File: src/rtl/router_pkg.sv
// Shared router definitions: flit type codes, default widths
// and flit field slice helpers.
package router_pkg;

  localparam int DATAW_D = 64;
  localparam int TYPEW_D = 3;
  localparam int VCHW_D  = 1;
  localparam int FLITW_D = TYPEW_D + DATAW_D;

  typedef enum logic [2:0] {
    FT_NONE     = 3'd0,
    FT_HEAD     = 3'd1,
    FT_TAIL     = 3'd2,
    FT_DATA     = 3'd3,
    FT_HEADTAIL = 3'd4
  } flit_type_e;

  function automatic logic [TYPEW_D-1:0] flit_type(
    input logic [FLITW_D-1:0] f
  );
    return f[FLITW_D-1 -: TYPEW_D];
  endfunction

  function automatic logic [DATAW_D-1:0] flit_payload(
    input logic [FLITW_D-1:0] f
  );
    return f[DATAW_D-1:0];
  endfunction

endpackage

File: src/rtl/link_outbuf_if.sv
// Mux-side flit stream, link-side flit stream, credit return
// and status of the output link buffer.
interface link_outbuf_if #(
  parameter int DATAW = router_pkg::DATAW_D,
  parameter int TYPEW = router_pkg::TYPEW_D,
  parameter int VCHW  = router_pkg::VCHW_D,
  parameter int DEPTH = 4
);
  localparam int FW   = TYPEW + DATAW;
  localparam int CNTW = $clog2(DEPTH) + 1;

  logic [FW-1:0]   idata;
  logic            ivalid;
  logic [VCHW-1:0] ivch;
  logic            iready;
  logic [FW-1:0]   odata;
  logic            ovalid;
  logic [VCHW-1:0] ovch;
  logic            icredit;
  logic [VCHW-1:0] icredit_vch;
  logic            oerr;
  logic [CNTW-1:0] ocount;

  modport slave (
    input  idata, ivalid, ivch, icredit, icredit_vch,
    output iready, odata, ovalid, ovch, oerr, ocount
  );

  modport master (
    output idata, ivalid, ivch, icredit, icredit_vch,
    input  iready, odata, ovalid, ovch, oerr, ocount
  );

endinterface

File: src/rtl/flit_fifo.sv
// Shared synchronous flit FIFO; pointers wrap modulo DEPTH,
// push/pop are ignored when full/empty respectively.
module flit_fifo #(
  parameter int WIDTH = 68,
  parameter int DEPTH = 4
) (
  input  logic                   clk,
  input  logic                   rst_,
  input  logic                   push,
  input  logic                   pop,
  input  logic [WIDTH-1:0]       wdata,
  output logic [WIDTH-1:0]       rdata,
  output logic                   full,
  output logic                   empty,
  output logic [$clog2(DEPTH):0] count
);
  localparam int AW = $clog2(DEPTH);

  logic [WIDTH-1:0] mem_q [DEPTH];
  logic [AW-1:0]    wptr_q, wptr_d;
  logic [AW-1:0]    rptr_q, rptr_d;
  logic [AW:0]      cnt_q, cnt_d;
  logic             do_push, do_pop;

  assign full    = cnt_q == (AW+1)'(DEPTH);
  assign empty   = cnt_q == '0;
  assign count   = cnt_q;
  assign rdata   = mem_q[rptr_q];
  assign do_push = push && !full;
  assign do_pop  = pop && !empty;

  always_comb begin
    wptr_d = wptr_q + AW'(do_push);
    rptr_d = rptr_q + AW'(do_pop);
    cnt_d  = cnt_q + (AW+1)'(do_push)
           - (AW+1)'(do_pop);
  end

  always_ff @(posedge clk or negedge rst_) begin
    if (!rst_) begin
      wptr_q <= '0;
      rptr_q <= '0;
      cnt_q  <= '0;
    end else begin
      wptr_q <= wptr_d;
      rptr_q <= rptr_d;
      cnt_q  <= cnt_d;
    end
  end

  always_ff @(posedge clk) begin
    if (do_push) mem_q[wptr_q] <= wdata;
  end

endmodule

File: src/rtl/link_outbuf.sv
// Output link buffer: shared FIFO, per-VC credit gating,
// registered link outputs and per-VC packet framing checker.
module link_outbuf
  import router_pkg::*;
#(
  parameter int DATAW   = DATAW_D,
  parameter int TYPEW   = TYPEW_D,
  parameter int VCHW    = VCHW_D,
  parameter int DEPTH   = 4,
  parameter int CREDITS = 4
) (
  input logic         clk,
  input logic         rst_,
  link_outbuf_if.slave l
);
  localparam int NVC  = 1 << VCHW;
  localparam int FW   = TYPEW + DATAW;
  localparam int EW   = FW + VCHW;
  localparam int CW   = $clog2(CREDITS + 1);
  localparam int CNTW = $clog2(DEPTH) + 1;

  localparam logic [TYPEW-1:0] T_HEAD = TYPEW'(FT_HEAD);
  localparam logic [TYPEW-1:0] T_TAIL = TYPEW'(FT_TAIL);
  localparam logic [TYPEW-1:0] T_DATA = TYPEW'(FT_DATA);
  localparam logic [TYPEW-1:0] T_HT   = TYPEW'(FT_HEADTAIL);

  logic [EW-1:0]           head;
  logic [VCHW-1:0]         head_vch;
  logic [FW-1:0]           head_flit;
  logic                    full, empty, push, send;
  logic [CNTW-1:0]         count;
  logic [NVC-1:0]          inc_v, dec_v;
  logic [NVC-1:0][CW-1:0]  cred_q, cred_d;
  logic [NVC-1:0]          open_q, open_d;
  logic                    err_q, err_d;
  logic                    ovalid_q, ovalid_d;
  logic [FW-1:0]           odata_q, odata_d;
  logic [VCHW-1:0]         ovch_q, ovch_d;
  logic [TYPEW-1:0]        in_type;
  logic                    in_open;

  assign {head_vch, head_flit} = head;
  assign push    = l.ivalid && !full;
  assign send    = !empty && (cred_q[head_vch] != '0);
  assign in_type = l.idata[FW-1 -: TYPEW];
  assign in_open = open_q[l.ivch];

  flit_fifo #(.WIDTH(EW), .DEPTH(DEPTH)) u_fifo (
    .clk   (clk),
    .rst_  (rst_),
    .push  (push),
    .pop   (send),
    .wdata ({l.ivch, l.idata}),
    .rdata (head),
    .full  (full),
    .empty (empty),
    .count (count)
  );

  always_comb begin
    inc_v = '0;
    dec_v = '0;
    if (l.icredit) inc_v[l.icredit_vch] = 1'b1;
    if (send)      dec_v[head_vch]      = 1'b1;
  end

  always_comb begin
    cred_d = cred_q;
    open_d = open_q;
    err_d  = err_q;
    // a return that coincides with a send on the same VC nets out
    for (int v = 0; v < NVC; v++) begin
      if (inc_v[v] && !dec_v[v]) begin
        if (cred_q[v] == CW'(CREDITS)) err_d = 1'b1;
        else cred_d[v] = cred_q[v] + 1'b1;
      end else if (dec_v[v] && !inc_v[v]) begin
        cred_d[v] = cred_q[v] - 1'b1;
      end
    end
    if (push) begin
      unique case (1'b1)
        in_type == T_HEAD: begin
          err_d = err_d | in_open;
          open_d[l.ivch] = 1'b1;
        end
        in_type == T_HT: begin
          err_d = err_d | in_open;
          open_d[l.ivch] = 1'b0;
        end
        in_type == T_DATA: begin
          err_d = err_d | !in_open;
        end
        in_type == T_TAIL: begin
          err_d = err_d | !in_open;
          open_d[l.ivch] = 1'b0;
        end
        default: err_d = 1'b1;
      endcase
    end
  end

  always_comb begin
    ovalid_d = send;
    odata_d  = send ? head_flit : '0;
    ovch_d   = send ? head_vch : '0;
  end

  always_ff @(posedge clk or negedge rst_) begin
    if (!rst_) begin
      cred_q   <= {NVC{CW'(CREDITS)}};
      open_q   <= '0;
      err_q    <= 1'b0;
      ovalid_q <= 1'b0;
      odata_q  <= '0;
      ovch_q   <= '0;
    end else begin
      cred_q   <= cred_d;
      open_q   <= open_d;
      err_q    <= err_d;
      ovalid_q <= ovalid_d;
      odata_q  <= odata_d;
      ovch_q   <= ovch_d;
    end
  end

  assign l.iready = !full;
  assign l.odata  = odata_q;
  assign l.ovalid = ovalid_q;
  assign l.ovch   = ovch_q;
  assign l.oerr   = err_q;
  assign l.ocount = count;

endmodule

File: src/flat_wrapper.sv
// flat-port wrapper written by rule: the top's interface ports become plain ports
module link_outbuf_flat import router_pkg::*;
#(
  parameter int DATAW   = DATAW_D,
  parameter int TYPEW   = TYPEW_D,
  parameter int VCHW    = VCHW_D,
  parameter int DEPTH   = 4,
  parameter int CREDITS = 4
)
  (clk, rst_, l_idata, l_ivalid, l_ivch, l_icredit, l_icredit_vch, l_iready, l_odata, l_ovalid, l_ovch, l_oerr, l_ocount);
  link_outbuf_if #(.DATAW(DATAW), .TYPEW(TYPEW), .VCHW(VCHW), .DEPTH(DEPTH)) l_i ();
  input logic clk;
  input logic rst_;
  input wire logic [$bits(l_i.idata)-1:0] l_idata;
  input wire logic [$bits(l_i.ivalid)-1:0] l_ivalid;
  input wire logic [$bits(l_i.ivch)-1:0] l_ivch;
  input wire logic [$bits(l_i.icredit)-1:0] l_icredit;
  input wire logic [$bits(l_i.icredit_vch)-1:0] l_icredit_vch;
  output wire logic [$bits(l_i.iready)-1:0] l_iready;
  output wire logic [$bits(l_i.odata)-1:0] l_odata;
  output wire logic [$bits(l_i.ovalid)-1:0] l_ovalid;
  output wire logic [$bits(l_i.ovch)-1:0] l_ovch;
  output wire logic [$bits(l_i.oerr)-1:0] l_oerr;
  output wire logic [$bits(l_i.ocount)-1:0] l_ocount;
  assign l_i.idata = l_idata;
  assign l_i.ivalid = l_ivalid;
  assign l_i.ivch = l_ivch;
  assign l_i.icredit = l_icredit;
  assign l_i.icredit_vch = l_icredit_vch;
  assign l_iready = l_i.iready;
  assign l_odata = l_i.odata;
  assign l_ovalid = l_i.ovalid;
  assign l_ovch = l_i.ovch;
  assign l_oerr = l_i.oerr;
  assign l_ocount = l_i.ocount;
  link_outbuf #(.DATAW(DATAW), .TYPEW(TYPEW), .VCHW(VCHW), .DEPTH(DEPTH), .CREDITS(CREDITS)) u_core (.clk(clk), .rst_(rst_), .l(l_i));
endmodule
File: config.mk
export PLATFORM = sky130hd
export DESIGN_NAME = link_outbuf_flat
export DESIGN_NICKNAME = d
export VERILOG_FILES = /design/src/rtl/router_pkg.sv /design/src/rtl/link_outbuf_if.sv /design/src/rtl/flit_fifo.sv /design/src/rtl/link_outbuf.sv /design/src/flat_wrapper.sv
export SDC_FILE = /design/constraint.sdc
export NUM_CORES = 1
export LEC_CHECK = 0
export ABC_AREA = 1
export BUFFER_PORTS_ARGS = -buffer_cell sky130_fd_sc_hd__buf_2
export CELL_PAD_IN_SITES_DETAIL_PLACEMENT = 0
export CELL_PAD_IN_SITES_GLOBAL_PLACEMENT = 1
export CORE_ASPECT_RATIO = 1.75
export CORE_MARGIN = 4
export CORE_UTILIZATION = 50
export CTS_BUF_LIST = sky130_fd_sc_hd__clkbuf_8
export DETAILED_ROUTE_END_ITERATION = 16
export PLACE_DENSITY = 0.89
export RECOVER_POWER = 25
export REMOVE_ABC_BUFFERS = 1
export SLEW_MARGIN = 20
export SYNTH_ARGS = -nofsm -noshare
export SYNTH_HDL_FRONTEND = slang
export SYNTH_HIERARCHICAL = 1
export SYNTH_SLANG_ARGS = --single-unit
File: constraint.sdc
create_clock -name clk -period 13.4 [get_ports clk]
set_clock_uncertainty 0.1 [all_clocks]
set_input_delay 2.01 -clock clk [delete_from_list [all_inputs] [get_ports clk]]
set_output_delay 2.01 -clock clk [all_outputs]
set_load 0.01 [all_outputs]
==> impl_results.md, run 1 <==
* R2R Setup Slk at approximately 9.3 ns
* Cell taking the most area after synthesis: edfxtp_1
* Largest stage delay, worst path at 0.76 ns
* Pwr per Cell Area at 237 nW/um^2
* Top cells by area, synth: edfxtp_1, dfrtp_1, nor2_1, o21ai_0, o21ai_1
* Number of global-route vias before repair at 8323
* Clk Latency, worst-skew pair at 0.57 ns
* Syn-to-layout area delta at 13.1%
* Worst EP required at 13.72 ns
* Drt first pass iters at 5
* Clk pwr share at 0.213
* Hold path startpoint: u_core/l.oerr$_DFF_PN0_
* Port Buffers at 146
* Hold Crit Class: reg2reg
* Family with the most delay on the worst path: buffers and inverters
* Largest family of logic cells by synthesized area: simple AND/OR/NAND/NOR gates
* Multiplexer share of the synthesized area at 0.000724
* Commonest non-fill, non-tap cell in the layout: edfxtp_1
* Share of power burned in registers at 0.444
* Final Slew Violations at 0
* Synthesized cell area at ~14000 um^2
* Largest net degree at the start of global routing at 95
* Postcts setup bufs at 0
* CTS tree: built
* Via density at about 5
* Setup TNS at 0 ns
* Sequential area share after synthesis at 0.745
* Final Critical Period at between 4 and 5 ns
* Simple-gate portion of the synthesized area at 0.114
* Slew margin rel. at 0.208
* Ys async rst share at 0.238
* Register bit total from synthesis at between 300 and 400
* FF-to-FF path depth at 10
* Initial Util at 0.506
* Starting DRT DRC Count at 455
* CTS buffer count at 46
* Post-synthesis instance total at 1075
* Layout cells sized above 1 at 0.175
* Clock-pin slew on the worst setup and hold paths at 0.07 ns
* Sw Ratio at 0.366
* Rows at 80
* Top FF cell, synth: edfxtp_1
* Hold Slack at 0.365 ns
* Reg2reg end: u_core/l.odata[11]$_DFF_PN0_
* Synth warnings at 6
* Final Hold Vio Count at 0
* WP data arrival at roughly 4.4 ns
* Crit Path Category: reg2reg
* Fill cells at 2219
* Worst-case vdd ir drop at 0.135 mV
* FF-to-FF Start: u_core/u_fifo/rptr_q[1]$_DFF_PN0_
* Mean Syn Cell Area at approximately 13 um^2
* Power Internal at about 2.4 mW
* Combinational Power Share at 0.343
* Nets@finish at approximately 1300
* Post-synthesis adder-cell area fraction at 0.00615
* NetSw at 1.36 mW
* Area fraction of the dominant cell type after synthesis at 0.591
* Measured slew at the worst slew-check pin at 1.19 ns
* # H-tree levels at 2
* Die Span Y at 228 um
* Static leakage at between 6 and 7 nW
* RSZ-0062 raised after global routing: no
* DIE AREA at 30500 um^2
* Post-CTS Resized at 0
* Final Total Pwr at 3.71 mW
* Final wirelength at roughly 26000 um
* Max-capacitance violation count at 0
* Crit path cell chain: inv_4, buf_4, o21ai_0, o21ai_0, inv_1, nor2_2, nor2_4, inv_4, buf_4, nor2_1
* GRT overflow at 0
* Clock buffer depth at 3
* Drt drc at 0
* Root Driver: clkbuf_8
* Dpl hpwl at 15700 um
* Critical Path Start Type: flip-flop
* # clock sinks at 357
* Global-route wire length before repair at 41800 um
* Total GRT Usage at 0.174
* Worst Setup SP: u_core/u_fifo/rptr_q[1]$_DFF_PN0_
* XOR/XNOR share of the synthesized area at 0.00253
* Routed vias at a little over 8000
* Hold Path Stages at 2
* Most frequent cells in the layout: edfxtp_1, nor2_1, o21ai_0
* Initial antenna violation count at 3
* Crit end category: flip-flop
* Worst Path Max Fanout at between 80 and 90
* Final setup fails at 0
* Number of top-level pins at 147
* Hold_buf cts at 0
* Die extent in x at about 130 um
* CP max stage cell: buf_4
* Hold EP: u_core/l.oerr$_DFF_PN0_
* Fmax at 245 MHz
* Period utilization at 0.305
* Antenna-violating nets left at 0
* FF/Latch Area at 10300 um^2
* Routability Congestion at ~0.79
* Core ar. at 27300 um^2
* Multi-input logic area at 2830 um^2
* Number of flops mapped to enable cells by yosys at 272
* Yosys cell types at 34
* Synth Area in Compound Gates at 0.0790
* Wire length per cell at 16.2 um
* Status: completed
* Crit path buf inv count at 5
## cells in the mapped netlist (3+ instances only)
master / n
a21boi_0: 3
buf_12: 3
buf_2: 21
buf_6: 13
clkbuf_1: 15
dfrtp_1: 83
edfxtp_1: 272
fa_1: 3
inv_1: 89
inv_2: 4
nand2_1: 43
nand3_1: 8
nor2_1: 254
nor2_4: 31
o21ai_0: 137
o21ai_1: 71
xor2_1: 3
## cell families after synthesis
logic type	count (synthesis)
compound gates	215
xor+xnor	4
fa+ha+maj	5
buf+inv	147
flops	357
mux	1
simple gates	346
## metrics by stage
stage | instance area [um^2] | std cells | utilization | worst slack (ns)
2_1_floorplan | 13500 | 1022 | - | 7.47
3_3_place_gp | 14800 | 1546 | 0.540 | 9.34
3_5_place_dp | 14800 | 1546 | 0.540 | 9.27
4_1_cts | 15700 | 1631 | 0.574 | 9.31
5_1_grt | 15600 | 1634 | 0.572 | 9.04
6_report | 15600 | 1634 | 0.572 | 9.32
## worst reg2reg max path, stage by stage, from the launching register on
cell     delay (ns)
dfrtp_1        0.41
inv_4          0.40
buf_4          0.78
o21ai_0        0.22
o21ai_0        0.39
inv_1          0.15
nor2_2         0.17
nor2_4         0.07
inv_4          0.38
buf_4          0.74
nor2_1         0.14
## state kept, by name (all words and copies together), names as in the netlist, named ones only
register	cells
u_core/u_fifo/mem_q	272
u_core/l.odata	67
u_core/cred_q	6
u_core/u_fifo/count	3
u_core/u_fifo/rptr_q	2
u_core/u_fifo/wptr_q	2
u_core/l.oerr	1
u_core/l.ovalid	1
u_core/l.ovch	1
## worst max-delay path by stage
| stage | to | slack, ns | cells after the start |
|---|---|---|---|
| 6_report | u_core/l.odata[11]$_DFF_PN0_ | 9.32 | 10 |
| 5_1_grt | u_core/l.odata[31]$_DFF_PN0_ | 9.04 | 10 |
| 4_1_cts | u_core/l.odata[31]$_DFF_PN0_ | 9.31 | 10 |
| 3_5_place_dp | u_core/u_fifo/mem_q[1][54]$_DFFE_PP_ | 9.27 | 6 |
| 3_3_place_gp | u_core/u_fifo/mem_q[1][54]$_DFFE_PP_ | 9.34 | 6 |
| 2_1_floorplan | u_core/u_fifo/count[2]$_DFF_PN0_ | 7.47 | 13 |
## metal layers
layer	vias to the layer above	routed length (um)	GRT usage
met3	75	1270	0.0315
met1	3914	9900	0.195
met5	-	0	0
li1	3935	-	-
met2	226	14100	0.313
met4	0	1180	0.0875
## power by group through the flow
| stage | Clock (mW) | Combinational [mW] | Sequential [mW] |
|---|---|---|---|
| finish | 0.791 | 1.27 | 1.65 |
| global route | 0.858 | 1.43 | 1.67 |
| CTS | 0.813 | 1.29 | 1.65 |
| detailed placement | 0 | 1.29 | 1.67 |
| global placement | 0 | 1.25 | 1.66 |
| floorplan | 0 | 0.820 | 1.72 |
## cell type report
type,count,area share
flip-flops and latches,357,0.659
inverters,94,0.0230
clock inverters,33,0.0142
repair buffers,155,0.0472
clock buffers,52,0.0458
multi-input cells,571,0.181
diodes,3,0.000480
well taps,369,0.0295
Note: power is estimated with default switching activity, not from simulation.
==> run 2: changes to the inputs <==
==> constraint.sdc (replaced) <==
create_clock -name clk -period 3.95 [get_ports clk]
set_clock_uncertainty 0.1 [all_clocks]
set_input_delay 0.5925 -clock clk [delete_from_list [all_inputs] [get_ports clk]]
set_output_delay 0.5925 -clock clk [all_outputs]
set_load 0.01 [all_outputs]
==> impl_results.md, run 2 (synthesized netlist as in run 1, its figures left out) <==
* Layout cells sized above 1 at 0.177 (+0.00214)
* Wl on met1 at 10500 um (+6.0%)
* Worst-case vdd ir drop at 0.521 mV (+290%)
* Most frequent cells in the layout: edfxtp_1, nor2_1, o21ai_0
* CTS buffer count at 49 (+6.5%)
* Final setup margin at 0.902 ns (-8.42 ns)
* Crit end category: flip-flop
* Combinational Power Share at 0.356 (+0.013)
* NetSw at 4.70 mW (+250%)
* Max Used Layer: met4
* R2R Setup Slk at 0.90 ns (-8.42 ns)
* Wire length per cell at 16.8 um (+3.6%)
* Root Driver: clkbuf_8
* Static leakage at 6.21 nW (+1.7%)
* Measured slew at the worst slew-check pin at 0.999 ns (-0.189 ns)
* CTS tree: built
* DR WL met3 at 1220 um (-4.0%)
* Fmax at 328 MHz (+34%)
* DIE AREA at 30500 um^2 (unchanged)
* Die extent in x at 134 um (unchanged)
* Drt first pass iters at 4 (-1)
* Starting DRT DRC Count at 565 (+24%)
* Number of top-level pins at 147 (unchanged)
* Post-route insts no fill at 1647 (+0.80%)
* Postcts setup bufs at 0 (unchanged)
* Global-route wire length before repair at 43400 um (+4.0%)
* WP data arrival at 3.38 ns (-1.02 ns)
* Clk pwr share at 0.222 (+0.009)
* Hold Slack at 0.0389 ns (-0.327 ns)
* Die Span Y at 228 um (unchanged)
* Critical Path Start Type: flip-flop
* # clock sinks at 357 (unchanged)
* Final Slew Violations at 0 (unchanged)
* Clk Latency, worst-skew pair at 0.58 ns (about the same)
* Length of routed met2 wiring at 14800 um (+4.8%)
* Initial antenna violation count at 3 (unchanged)
* Pwr per Cell Area at 813 nW/um^2 (+240%)
* Hold_buf cts at 0 (unchanged)
* Status: completed
* Number of global-route vias before repair at 8401 (+0.94%)
* Final Hold Vio Count at 0 (unchanged)
* Max-capacitance violation count at 0 (unchanged)
* Routed vias at 8199 (+0.60%)
* Placed insts at 1552 (+0.39%)
* # H-tree levels at 2 (unchanged)
* Hold Crit Class: in2async
* Syn-to-layout area delta at 14.5%
* Clock buffer depth at 3 (unchanged)
* Dpl hpwl at 16600 um (+5.7%)
* Period utilization at 0.772 (+0.467)
* Biggest register: u_core/u_fifo/mem_q
* Placed inst area at 14900 um^2 (+0.73%)
* Nets@finish at 1312 (+0.69%)
* Antenna-violating nets left at 0 (unchanged)
* Share of power burned in registers at 0.422 (-0.022)
* Max FFs per register at 272 (unchanged)
* Rows at 80 (unchanged)
* Final wirelength at 27600 um (+4.4%)
* Worst EP required at 4.28 ns (-9.44 ns)
* Final instance area at 15800 um^2 (+1.3%)
* Commonest non-fill, non-tap cell in the layout: edfxtp_1
* Routability Congestion at 0.760 (-3.8%)
* RSZ-0062 raised after global routing: no
* Power Internal at 8.18 mW (+250%)
* Sw Ratio at 0.365 (-0.00102)
* Final Critical Period at 3.05 ns (-1.03 ns)
* Worst Path Max Fanout at 38 (-55%)
* Total GRT Usage at 0.182 (+0.00814)
* Via density at 4.98 (-0.19%)
* Slew margin rel. at 0.334 (+0.126)
* Post-CTS Resized at 0 (unchanged)
* Final setup fails at 0 (unchanged)
* Initial Util at 0.506 (unchanged)
* GRT overflow at 0 (unchanged)
* Largest net degree at the start of global routing at 101 (+6.3%)
* Crit Path Category: reg2reg
* Place WS at 0.871 ns (-8.40 ns)
* Port Buffers at 146 (unchanged)
* Drt drc at 0 (unchanged)
* Core ar. at 27300 um^2 (unchanged)
* Clock-pin slew on the worst setup and hold paths at 0.07 ns (about the same)
-- run 2: path summary, 6_finish.rpt --
path / end / start / cells past startpoint
worst max-delay path: u_core/u_fifo/count[1]$_DFF_PN0_ / u_core/u_fifo/rptr_q[0]$_DFF_PN0_ / 12
min in group clk: u_core/u_fifo/mem_q[1][52]$_DFFE_PP_ / l_idata[52] / 1
worst max register to register: u_core/u_fifo/count[1]$_DFF_PN0_ / u_core/u_fifo/rptr_q[0]$_DFF_PN0_ / 12
worst min-delay path: u_core/l.odata[4]$_DFF_PN0_ / rst_ / 1
worst min register to register: u_core/l.oerr$_DFF_PN0_ / u_core/l.oerr$_DFF_PN0_ / 2
max in group asynchronous: u_core/l.odata[18]$_DFF_PN0_ / rst_ / 2
-- run 2: cell type report --
| cell class | instances | area (um^2) |
|---|---|---|
| Fill cell | 2164 | 11500 |
| Sequential cell | 357 | 10300 |
| Multi-Input combinational cell | 571 | 2830 |
| Timing Repair Buffer | 161 | 841 |
| Clock buffer | 59 | 812 |
| Tap cell | 369 | 462 |
| Inverter | 94 | 360 |
| Clock inverter | 33 | 220 |
| Antenna cell | 3 | 7.51 |
-- run 2: layer usage --
| layer | vias to the layer above | global-route usage |
|---|---|---|
| met5 | - | 0 |
| met4 | 0 | 0.0882 |
| met3 | 59 | 0.0346 |
| met2 | 184 | 0.329 |
| met1 | 3992 | 0.203 |
| li1 | 3964 | - |
-- run 2: worst max-delay path, cell delays in order, from the launching register on --
cell      delay [ns]
dfrtp_4         0.50
inv_4           0.27
o21ai_0         0.13
o21ai_0         0.33
nor2_1          0.14
nand2_4         0.11
nand2_2         0.06
nor2_4          0.19
a21boi_0        0.27
nand2_1         0.13
nand2_1         0.12
ha_1            0.16
fa_1            0.41
-- run 2: metrics by stage --
step	utilization	total power, mW	TNS [ns]
detailed placement	0.544	10.2	0
floorplan	-	8.62	-256.40
global route	0.579	13.8	0
global placement	0.544	10.0	0
CTS	0.582	13.1	0
finish	0.579	12.9	0
-- run 2: power groups by stage --
stage | combinational, mW | clock [mW] | sequential, mW
5_1_grt | 5.13 | 3.11 | 5.52
3_3_place_gp | 4.51 | 0 | 5.49
3_5_place_dp | 4.66 | 0 | 5.51
6_report | 4.58 | 2.87 | 5.43
4_1_cts | 4.67 | 2.95 | 5.44
2_1_floorplan | 2.78 | 0 | 5.84
